<file path="src/rtl/cache_fm_ctrl_if.sv">
// Cache <-> far-memory controller request/response channel.
// The cache side is master; the controller is slave.
interface cache_fm_ctrl_if #(
  parameter int unsigned ADRS_WIDTH  = 20,
  parameter int unsigned CL_WIDTH    = 128,
  parameter int unsigned TQ_ID_WIDTH = 3
);
  logic                   req_valid;
  logic [1:0]             req_opcode;
  logic [ADRS_WIDTH-1:0]  req_adrs;
  logic [TQ_ID_WIDTH-1:0] req_tq_id;
  logic [CL_WIDTH-1:0]    req_data;
  logic                   rsp_valid;
  logic [TQ_ID_WIDTH-1:0] rsp_tq_id;
  logic [CL_WIDTH-1:0]    rsp_data;

  modport master (
    output req_valid, req_opcode, req_adrs, req_tq_id, req_data,
    input  rsp_valid, rsp_tq_id, rsp_data
  );

  modport slave (
    input  req_valid, req_opcode, req_adrs, req_tq_id, req_data,
    output rsp_valid, rsp_tq_id, rsp_data
  );
endinterface

</file>
<file path="src/rtl/cache_fm_ctrl.sv">
// Far-memory controller: in-order request FIFO feeding a single-port array,
// write-occupancy FSM and a fixed-latency fill response pipe.
module cache_fm_ctrl #(
  parameter int unsigned ADRS_WIDTH  = 20,
  parameter int unsigned CL_WIDTH    = 128,
  parameter int unsigned TQ_ID_WIDTH = 3,
  parameter int unsigned FIFO_DEPTH  = 8,
  parameter int unsigned RD_LATENCY  = 9,
  parameter int unsigned WR_CYCLES   = 4
) (
  input  logic                          clk,
  input  logic                          rst,
  cache_fm_ctrl_if.slave                fm,
  output logic                          mem_wr_en,
  output logic [ADRS_WIDTH-1:0]         mem_adrs,
  output logic [CL_WIDTH-1:0]           mem_wr_data,
  input  logic [CL_WIDTH-1:0]           mem_rd_data,
  output logic [$clog2(FIFO_DEPTH):0]   fifo_count,
  output logic                          idle,
  output logic                          overflow_err
);

  localparam logic [1:0]  FILL_REQ_OP    = 2'b01;
  localparam logic [1:0]  DIRTY_EVICT_OP = 2'b10;
  localparam int unsigned PTR_W  = $clog2(FIFO_DEPTH);
  localparam int unsigned CNT_W  = PTR_W + 1;
  localparam int unsigned PIPE_D = RD_LATENCY - 1;
  localparam int unsigned WC_W   = $clog2(WR_CYCLES + 1);

  typedef struct packed {
    logic [1:0]             opcode;
    logic [ADRS_WIDTH-1:0]  adrs;
    logic [TQ_ID_WIDTH-1:0] tq_id;
    logic [CL_WIDTH-1:0]    data;
  } entry_t;

  typedef enum logic {IDLE, WR_BUSY} state_t;

  state_t                 state;
  logic [WC_W-1:0]        wr_cnt;
  entry_t                 fifo_mem [FIFO_DEPTH];
  logic [PTR_W-1:0]       wr_ptr, rd_ptr;
  logic [ADRS_WIDTH-1:0]  adrs_q;
  logic [CL_WIDTH-1:0]    wr_data_q;

  logic                   s0_valid;
  logic [TQ_ID_WIDTH-1:0] s0_tq;
  logic [PIPE_D-1:0]      pipe_v;
  logic [TQ_ID_WIDTH-1:0] pipe_tq   [PIPE_D];
  logic [CL_WIDTH-1:0]    pipe_data [PIPE_D];

  entry_t head;
  logic   req_ok, full, pop, push, issue_fill, issue_wr;

  // Issue decode: the head is popped and driven onto the array in the same cycle.
  assign head        = fifo_mem[rd_ptr];
  assign req_ok      = fm.req_valid &&
                       (fm.req_opcode == FILL_REQ_OP || fm.req_opcode == DIRTY_EVICT_OP);
  assign full        = (fifo_count == CNT_W'(FIFO_DEPTH));
  assign pop         = (state == IDLE) && (fifo_count != '0);
  assign push        = req_ok && (!full || pop);
  assign issue_fill  = pop && (head.opcode == FILL_REQ_OP);
  assign issue_wr    = pop && (head.opcode != FILL_REQ_OP);

  assign mem_wr_en   = issue_wr;
  assign mem_adrs    = pop ? head.adrs : adrs_q;
  assign mem_wr_data = issue_wr ? head.data : wr_data_q;

  assign idle = (fifo_count == '0) && (state == IDLE) && !s0_valid &&
                (pipe_v == '0) && !fm.rsp_valid;

  // FIFO storage; validity is tracked by the pointers and count alone.
  always_ff @(posedge clk) begin
    if (push) begin
      fifo_mem[wr_ptr] <= '{opcode: fm.req_opcode, adrs: fm.req_adrs,
                            tq_id: fm.req_tq_id, data: fm.req_data};
    end
  end

  // FIFO control, array-port hold registers and write-occupancy FSM.
  always_ff @(posedge clk or posedge rst) begin
    if (rst) begin
      wr_ptr       <= '0;
      rd_ptr       <= '0;
      fifo_count   <= '0;
      overflow_err <= 1'b0;
      adrs_q       <= '0;
      wr_data_q    <= '0;
      state        <= IDLE;
      wr_cnt       <= '0;
    end else begin
      if (push) wr_ptr <= wr_ptr + PTR_W'(1);
      if (pop)  rd_ptr <= rd_ptr + PTR_W'(1);
      fifo_count <= fifo_count + CNT_W'(push) - CNT_W'(pop);
      if (req_ok && full && !pop) overflow_err <= 1'b1;
      if (pop)      adrs_q    <= head.adrs;
      if (issue_wr) wr_data_q <= head.data;
      case (state)
        IDLE: begin
          if (issue_wr && WR_CYCLES > 1) begin
            state  <= WR_BUSY;
            wr_cnt <= WC_W'(WR_CYCLES - 1);
          end
        end
        WR_BUSY: begin
          if (wr_cnt <= WC_W'(1)) state <= IDLE;
          else                    wr_cnt <= wr_cnt - WC_W'(1);
        end
        default: state <= IDLE;
      endcase
    end
  end

  // Data side of the latency pipe carries no reset; only valid bits matter.
  always_ff @(posedge clk) begin
    pipe_data[0] <= mem_rd_data;
    for (int i = 1; i < int'(PIPE_D); i++) pipe_data[i] <= pipe_data[i-1];
  end

  // Latency pipe control and registered response outputs.
  always_ff @(posedge clk or posedge rst) begin
    if (rst) begin
      s0_valid     <= 1'b0;
      s0_tq        <= '0;
      pipe_v       <= '0;
      for (int i = 0; i < int'(PIPE_D); i++) pipe_tq[i] <= '0;
      fm.rsp_valid <= 1'b0;
      fm.rsp_tq_id <= '0;
      fm.rsp_data  <= '0;
    end else begin
      s0_valid <= issue_fill;
      if (issue_fill) s0_tq <= head.tq_id;
      pipe_v[0]  <= s0_valid;
      pipe_tq[0] <= s0_tq;
      for (int i = 1; i < int'(PIPE_D); i++) begin
        pipe_v[i]  <= pipe_v[i-1];
        pipe_tq[i] <= pipe_tq[i-1];
      end
      fm.rsp_valid <= pipe_v[PIPE_D-1];
      if (pipe_v[PIPE_D-1]) begin
        fm.rsp_tq_id <= pipe_tq[PIPE_D-1];
        fm.rsp_data  <= pipe_data[PIPE_D-1];
      end
    end
  end

endmodule

</file>
<file path="src/flat_wrapper.sv">
// flat-port wrapper written by rule: the top's interface ports become plain ports
module cache_fm_ctrl_flat 
#(
  parameter int unsigned ADRS_WIDTH  = 20,
  parameter int unsigned CL_WIDTH    = 128,
  parameter int unsigned TQ_ID_WIDTH = 3,
  parameter int unsigned FIFO_DEPTH  = 8,
  parameter int unsigned RD_LATENCY  = 9,
  parameter int unsigned WR_CYCLES   = 4
)
  (clk, rst, mem_wr_en, mem_adrs, mem_wr_data, mem_rd_data, fifo_count, idle, overflow_err, fm_req_valid, fm_req_opcode, fm_req_adrs, fm_req_tq_id, fm_req_data, fm_rsp_valid, fm_rsp_tq_id, fm_rsp_data);
  cache_fm_ctrl_if #(.ADRS_WIDTH(ADRS_WIDTH), .CL_WIDTH(CL_WIDTH), .TQ_ID_WIDTH(TQ_ID_WIDTH)) fm_i ();
  input  logic clk;
  input  logic rst;
  output logic mem_wr_en;
  output logic [ADRS_WIDTH-1:0] mem_adrs;
  output logic [CL_WIDTH-1:0] mem_wr_data;
  input  logic [CL_WIDTH-1:0] mem_rd_data;
  output logic [$clog2(FIFO_DEPTH):0] fifo_count;
  output logic idle;
  output logic overflow_err;
  input wire logic [$bits(fm_i.req_valid)-1:0] fm_req_valid;
  input wire logic [$bits(fm_i.req_opcode)-1:0] fm_req_opcode;
  input wire logic [$bits(fm_i.req_adrs)-1:0] fm_req_adrs;
  input wire logic [$bits(fm_i.req_tq_id)-1:0] fm_req_tq_id;
  input wire logic [$bits(fm_i.req_data)-1:0] fm_req_data;
  output wire logic [$bits(fm_i.rsp_valid)-1:0] fm_rsp_valid;
  output wire logic [$bits(fm_i.rsp_tq_id)-1:0] fm_rsp_tq_id;
  output wire logic [$bits(fm_i.rsp_data)-1:0] fm_rsp_data;
  assign fm_i.req_valid = fm_req_valid;
  assign fm_i.req_opcode = fm_req_opcode;
  assign fm_i.req_adrs = fm_req_adrs;
  assign fm_i.req_tq_id = fm_req_tq_id;
  assign fm_i.req_data = fm_req_data;
  assign fm_rsp_valid = fm_i.rsp_valid;
  assign fm_rsp_tq_id = fm_i.rsp_tq_id;
  assign fm_rsp_data = fm_i.rsp_data;
  cache_fm_ctrl #(.ADRS_WIDTH(ADRS_WIDTH), .CL_WIDTH(CL_WIDTH), .TQ_ID_WIDTH(TQ_ID_WIDTH), .FIFO_DEPTH(FIFO_DEPTH), .RD_LATENCY(RD_LATENCY), .WR_CYCLES(WR_CYCLES)) u_core (.clk(clk), .rst(rst), .fm(fm_i), .mem_wr_en(mem_wr_en), .mem_adrs(mem_adrs), .mem_wr_data(mem_wr_data), .mem_rd_data(mem_rd_data), .fifo_count(fifo_count), .idle(idle), .overflow_err(overflow_err));
endmodule
</file>
<file path="config.mk">
export PLATFORM = sky130hd
export DESIGN_NAME = cache_fm_ctrl_flat
export DESIGN_NICKNAME = d
export VERILOG_FILES = /design/src/rtl/cache_fm_ctrl_if.sv /design/src/rtl/cache_fm_ctrl.sv /design/src/flat_wrapper.sv
export SDC_FILE = /design/constraint.sdc
export NUM_CORES = 2
export LEC_CHECK = 0
export CAP_MARGIN = 30
export CORE_MARGIN = 3
export CORE_UTILIZATION = 40
export DETAILED_ROUTE_END_ITERATION = 10
export PLACE_DENSITY = 0.67
export REMOVE_ABC_BUFFERS = 1
export SLEW_MARGIN = 15
export SYNTH_ARGS = -nofsm -noshare
export SYNTH_HDL_FRONTEND = slang
export SYNTH_SLANG_ARGS = --single-unit
</file>
<file path="constraint.sdc">
create_clock -name clk -period 19.1 [get_ports clk]
set_clock_uncertainty 0.05 [all_clocks]
set_input_delay 2.865 -clock clk [delete_from_list [all_inputs] [get_ports clk]]
set_output_delay 2.865 -clock clk [all_outputs]
set_load 0.03 [all_outputs]
</file>
Word level (Yosys, flattened, before mapping)
Memory sizes are Yosys's and may differ from the RTL's. A register that Yosys moved wholly into a read port is not among the register bits.
Cells that the tools add are included.
Operators by class
  $add $sub $neg: 5
  magnitude comparators: 1
  equal/unequal tests: 7
  multiplexer cells: 10
  bitwise gates (word level): 1
  reductions and logical operators: 21
Operator list (count)
  128-bit 2-to-1 mux: 1
  20-bit 2-to-1 mux: 1
  1-bit logical AND: 11
  8-bit logical NOT: 1
  3-bit by 1-bit adder with 3-bit output, second input constant: 2
  3-bit 2-to-1 mux: 2
  3-bit one-hot mux with 2 select lines: 1
  4-bit by 1-bit adder with 4-bit output: 1
  2-bit by 1-bit equality test with 1-bit output, second input constant: 2
  4-bit equality test, second input constant: 1
  1-bit logical NOT: 4
  4-bit logical NOT: 1
  1-bit 2-to-1 mux: 4
  2-bit by 1-bit inequality test with 1-bit output, second input constant: 2
  4-bit nonzero test: 1
  4-bit by 1-bit subtractor with 4-bit output: 1
  3-bit by 1-bit <= comparator with 1-bit output, second input constant: 1
  3-bit by 1-bit subtractor with 3-bit output, second input constant: 1
  2-bit equality test, second input constant: 1
  1-bit logical OR: 2
  2-bit inequality test, second input constant: 1
  1-bit one-hot mux with 2 select lines: 1
  2-bit AND reduction: 1
  1-bit inverter: 1
Word-level totals
  bits in registers: 203
  bits in writable memories: 2248
  input bits: 284
  output and inout port bits: 287
  memories kept: 2
Memories
  u_core.fifo_mem: words 8, bits a word 153, rd ports 1, clocked after memory_dff 0, wr ports 1, RTL line cache_fm_ctrl.sv:41  | entry_t fifo_mem [FIFO_DEPTH];
  u_core.pipe_data: words 8, bits a word 128, rd ports 8, clocked after memory_dff 1, wr ports 8, RTL line cache_fm_ctrl.sv:50  | logic [CL_WIDTH-1:0] pipe_data [PIPE_D];

Logic depth before layout (Yosys ltp)
  depth in word-level cells: 6
  gate-level depth with buffers: 9

Least setup slack after synthesis
No wires, ideal clock.
  path type: input to register
  from: in fm_req_opcode[1]
  to: mem u_core.fifo_mem[0][0] (netlist bit), enable pin
  arrival time: 13733 ps
  path slack: 4464 ps
  stages on the path: 4
  path buffers: 0
  cells stage by stage: xor2_1 > o211a_1 > nand2b_1 > nor3_1
Between the ends
  cells in the longest elaborated chain, start to end: 6
RTL lines
  start, declared: RTL line flat_wrapper.sv:23  | input wire logic [$bits(fm_i.req_opcode)-1:0] fm_req_opcode;
  2-bit by 1-bit equality test with 1-bit output / 2-bit equality test (equally long branches): RTL line cache_fm_ctrl.sv:58  | (fm.req_opcode == FILL_REQ_OP || fm.req_opcode == DIRTY_EVICT_OP);
  1-bit logical OR (*): RTL line cache_fm_ctrl.sv:58
  1-bit logical AND (*): RTL line cache_fm_ctrl.sv:57  | assign req_ok = fm.req_valid &&
  1-bit logical AND (*): RTL line cache_fm_ctrl.sv:61  | assign push = req_ok && (!full || pop);
  via u_core.push: RTL line cache_fm_ctrl.sv:53  | logic req_ok, full, pop, push, issue_fill, issue_wr;
  1-bit 2-to-1 mux (*): RTL line cache_fm_ctrl.sv:74  | if (push) begin
  1-bit 2-to-1 mux (implied by the code) (*): RTL line cache_fm_ctrl.sv:75  | fifo_mem[wr_ptr] <= '{opcode: fm.req_opcode, adrs: fm.req_adrs,
  end, declared: RTL line cache_fm_ctrl.sv:41
Mark *: on every way through the listed nets, which the timed path passes. The rest lies on a longest branch.

Final worst setup path
  from: reg u_core.rd_ptr[2]
  to: out mem_wr_data[101]
Between the ends
  cells in the longest elaborated chain, start to end: 4
RTL lines
  start, declared: RTL line cache_fm_ctrl.sv:42  | logic [PTR_W-1:0] wr_ptr, rd_ptr;
  start signal, assigned: RTL line cache_fm_ctrl.sv:93  | if (pop) rd_ptr <= rd_ptr + PTR_W'(1);
  memory 8 x 153 bit (*)
  2-bit by 1-bit inequality test with 1-bit output: RTL line cache_fm_ctrl.sv:63  | assign issue_wr = pop && (head.opcode != FILL_REQ_OP);
  1-bit logical AND: RTL line cache_fm_ctrl.sv:63
  128-bit 2-to-1 mux (*): RTL line cache_fm_ctrl.sv:67  | assign mem_wr_data = issue_wr ? head.data : wr_data_q;
  end, declared: RTL line flat_wrapper.sv:17  | output logic [CL_WIDTH-1:0] mem_wr_data;
Mark *: on every way between the ends. The rest lies on a longest branch, timed or not.

==> flow_summary.yaml <==
floorplan:
  fp.dieH_um: 449
  row_count: 161
  start_util: 0.405
  coreArea_mm2: 0.194
  die_area_mm2: 0.201
  io_pins: 571
  fp.dieW_um: 449
global_routing:
  grt_max_degree: 125
  grt-ovfl-total: 0
  grt_usage: 0.157
  antenna_found_initial: 51
  grt_pass1_wl_um: 237000
  grt_pass1_vias: 36522
synthesis:
  ys.flop_type: "edfxtp_1"
  syn-instance-count: 3815
  synth_top_family_by_area: "multiplexers"
  async_reset_ff_frac: 0.128
  synth_compound_area_frac: 0.00249
  synth_xor_area_frac: 0.000782
  yosysUniqueCellTypes: 40
  synth-seq-cells: 2579
  yosys.area_share.simple: 0.0224
  yosysWarnings: 0
  synth_fa_ha_area_frac: 0.00169
  synthTopCellsByArea: "edfxtp_1 47%, dfxtp_1 26%, dfrtp_1 11%"
  synth_edf_count: 1224
  syn_area_mm2: 0.0784
  synth_largest_area_cell: "edfxtp_1"
  synthTopCellsByCount: "1224 x edfxtp_1, 1024 x dfxtp_1, 396 x nand2_1"
  ys_seq_area_frac: 0.836
  yosysMostFrequentCell: "edfxtp_1"
  synthMuxAreaShare: 0.128
  avgSynthCellArea_um2: 20.5
  yosysTopAreaCellShare: 0.469
timing:
  slew_violations: 0
  tightest_slew_ns: 1.25
  hold_viol: 0
  relSlewSlack: 0.164
  rsz0062_at_grt: "false"
  fin_crit_sh: 0.418
  post-route-min-period_ns: 7.99
  setup_viol: 0
  clock.fmax_mhz: 125
  holdWs_ns: 0.228
detailed_routing:
  ant_nets: 0
  wire_per_inst_um: 21.5
  drt-total-wl_um: 159000
  vias: 34619
  drt-pass1-iter-count: 5
  drt_iter0_markers: 2165
  viasPerCell: 4.69
  drc: 0
run:
  cap_violations: 0
worst_hold_path:
  hold_depth: 0
  min_to: "u_core.pipe_tq[5]$_DFF_PP0_"
  min_from: "u_core.pipe_tq[8]$_DFF_PP0_"
  hold_class: "flip-flop to flip-flop"
cts:
  clk_latency_ns: 0.86
  post_cts_buffers: 0
  h-tree-depth: 4
  cts_tree: "built"
  clk_pin_slew_ns: 0.06
  cts_resized: 0
  ctsHoldBuffers: 0
  root_buffer: "clkbuf_16"
  cts_made_buffers: 241
  clock_tree.buffer_depth: 3
  clock_sinks: 2579
setup_path:
  r2r_start: "u_core.fifo_count[2]$_DFF_PP0_"
  cp_data_arrival_time_ns: 5.07
  reg2reg_to: "u_core.fifo_mem[6][99]$_DFFE_PP_"
  cp-end-kind: "output port"
  reg2reg_depth: 9
  required_ns: 16.19
  reg2reg_slack_ns: 14.90
  critPathLaunchType: "flip-flop"
  crit_fanout: 56
  crit_type: "flip-flop to output port"
power:
  vdd_ir_drop_max_mv: 0.143
  p_leak_nw: 34.9
  power.density_mw_per_mm2: 170
place:
  io_buffers: 570
  gp_congestion: 0.719
  placed_cell_area_mm2: 0.0874
  dpl.hpwl_um: 90000
status:
  outcome: "completed"
cells_and_area:
  regArea_mm2: 0.0656
  utilization: 0.496
  multi_input_comb_area_mm2: 0.0123
  num-nets-final: 4836
  fin_area_mm2: 0.0960
  layout-drive-gt1-share: 0.210
  area_growth_pct: 22.5
  fillers: 15454
[per-layer routing]
metal | vias up | track usage | routed length, um | part of all wire
met5 | - | 0 | 119 | 0.00075
met4 | 18 | 0.0571 | 4860 | 0.031
met3 | 305 | 0.0357 | 8070 | 0.051
met2 | 839 | 0.281 | 84500 | 0.53
met1 | 17845 | 0.185 | 61100 | 0.38
li1 | 15612 | - | - | -
[kinds of logic after synthesis]
family                   count (synthesis)
buffers and inverters                  145
multiplexers                           591
AO/OA/AOI/OAI                           32
adder cells (fa/ha/maj)                 10
flip-flops                            2579
XOR/XNOR                                 7
AND/OR/NAND/NOR                        451
[worst max-delay path, stage by stage, from the launching register on]
cell             delay (ns)
dfrtp_4                1.02
buf_4                  0.40
buf_16                 0.29
buf_4                  0.74
mux4_2                 0.41
nand2_1                0.08
nand2_1                0.12
mux2_1                 0.35
clkdlybuf4s50_1        0.66
[per-stage QoR]
| step | power (W) | instances | TNS [ns] | setup slack, ns |
|---|---|---|---|---|
| CTS | 0.0166 | 7364 | 0 | 10.69 |
| detailed placement | 0.0116 | 6904 | 0 | 11.67 |
| global placement | 0.0115 | 6900 | 0 | 11.56 |
| floorplan | 0.0104 | 3683 | -61.27 | -0.511 |
| finish | 0.0163 | 7386 | 0 | 11.11 |
| global route | 0.0171 | 7378 | 0 | 10.88 |
[state kept, by name (all words and copies together) (netlist names), 4 cells and up]
| register | flops |
|---|---|
| u_core.fifo_mem | 1224 |
| u_core.pipe_data | 1024 |
| u_core.fm.rsp_data | 128 |
| u_core.wr_data_q | 128 |
| u_core.pipe_tq | 24 |
| u_core.adrs_q | 20 |
| u_core.pipe_v | 8 |
| u_core.fifo_count | 4 |
[layout by cell type (no fill, tap or decap), types with 3 or more instances in the layout]
cell type / Yosys / layout
a21oi_1: 21 / 21
buf_12: 0 / 9
buf_16: 0 / 7
buf_4: 1 / 30
bufinv_16: 0 / 23
clkbuf_1: 72 / 52
clkbuf_16: 0 / 252
clkbuf_8: 0 / 35
clkdlybuf4s50_1: 0 / 570
clkinv_1: 0 / 13
clkinv_16: 0 / 12
clkinv_2: 0 / 44
clkinv_4: 0 / 4
clkinvlp_4: 0 / 10
dfrtp_1: 331 / 327
dfrtp_4: 0 / 4
dfxtp_1: 1024 / 1024
diode_2: 0 / 19
edfxtp_1: 1224 / 1224
ha_1: 9 / 9
inv_1: 13 / 12
inv_4: 0 / 5
inv_6: 0 / 8
mux2_1: 33 / 33
mux2_2: 234 / 234
mux2i_1: 20 / 20
mux4_2: 304 / 304
nand2_1: 396 / 396
nand2b_1: 3 / 3
nor2_1: 28 / 21
nor2_4: 0 / 7
nor2b_1: 8 / 8
nor4_1: 3 / 3
xnor2_1: 3 / 3
xor2_1: 4 / 4
[worst max path at each step]
stage / start / to / slack (ns) / cells past startpoint
global route: u_core.rd_ptr[2]$_DFFE_PP0P_ / mem_wr_data[101] / 10.88 / 8
detailed placement: u_core.rd_ptr[2]$_DFFE_PP0P_ / mem_wr_data[101] / 11.67 / 7
floorplan: u_core.rd_ptr[0]$_DFFE_PP0P_ / mem_wr_data[0] / -0.51 / 3
finish: u_core.rd_ptr[2]$_DFFE_PP0P_ / mem_wr_data[101] / 11.11 / 8
CTS: u_core.rd_ptr[2]$_DFFE_PP0P_ / mem_wr_data[101] / 10.69 / 7
global placement: fm_req_opcode[0] / u_core.fifo_mem[6][59]$_DFFE_PP_ / 11.56 / 8
[area by class of cell]
class / count / share of cell area
Antenna cell: 19 / 0.000495
Sequential cell: 2579 / 0.683
Clock inverter: 121 / 0.0162
Timing Repair Buffer: 616 / 0.0656
Inverter: 13 / 0.000638
Clock buffer: 339 / 0.0727
Tap cell: 2608 / 0.0340
Multi-Input combinational cell: 1091 / 0.128
[power by group]
| group | leakage [nW] | switching (W) | total (W) | internal (W) |
|---|---|---|---|---|
| logic | 7.10 | 0.00266 | 0.00465 | 0.00200 |
| clock network | 4.16 | 0.00205 | 0.00494 | 0.00288 |
| registers | 23.6 | 0.000255 | 0.00675 | 0.00650 |
| total | 34.9 | 0.00496 | 0.0163 | 0.0114 |
Note: power is estimated with default switching activity, not from simulation.
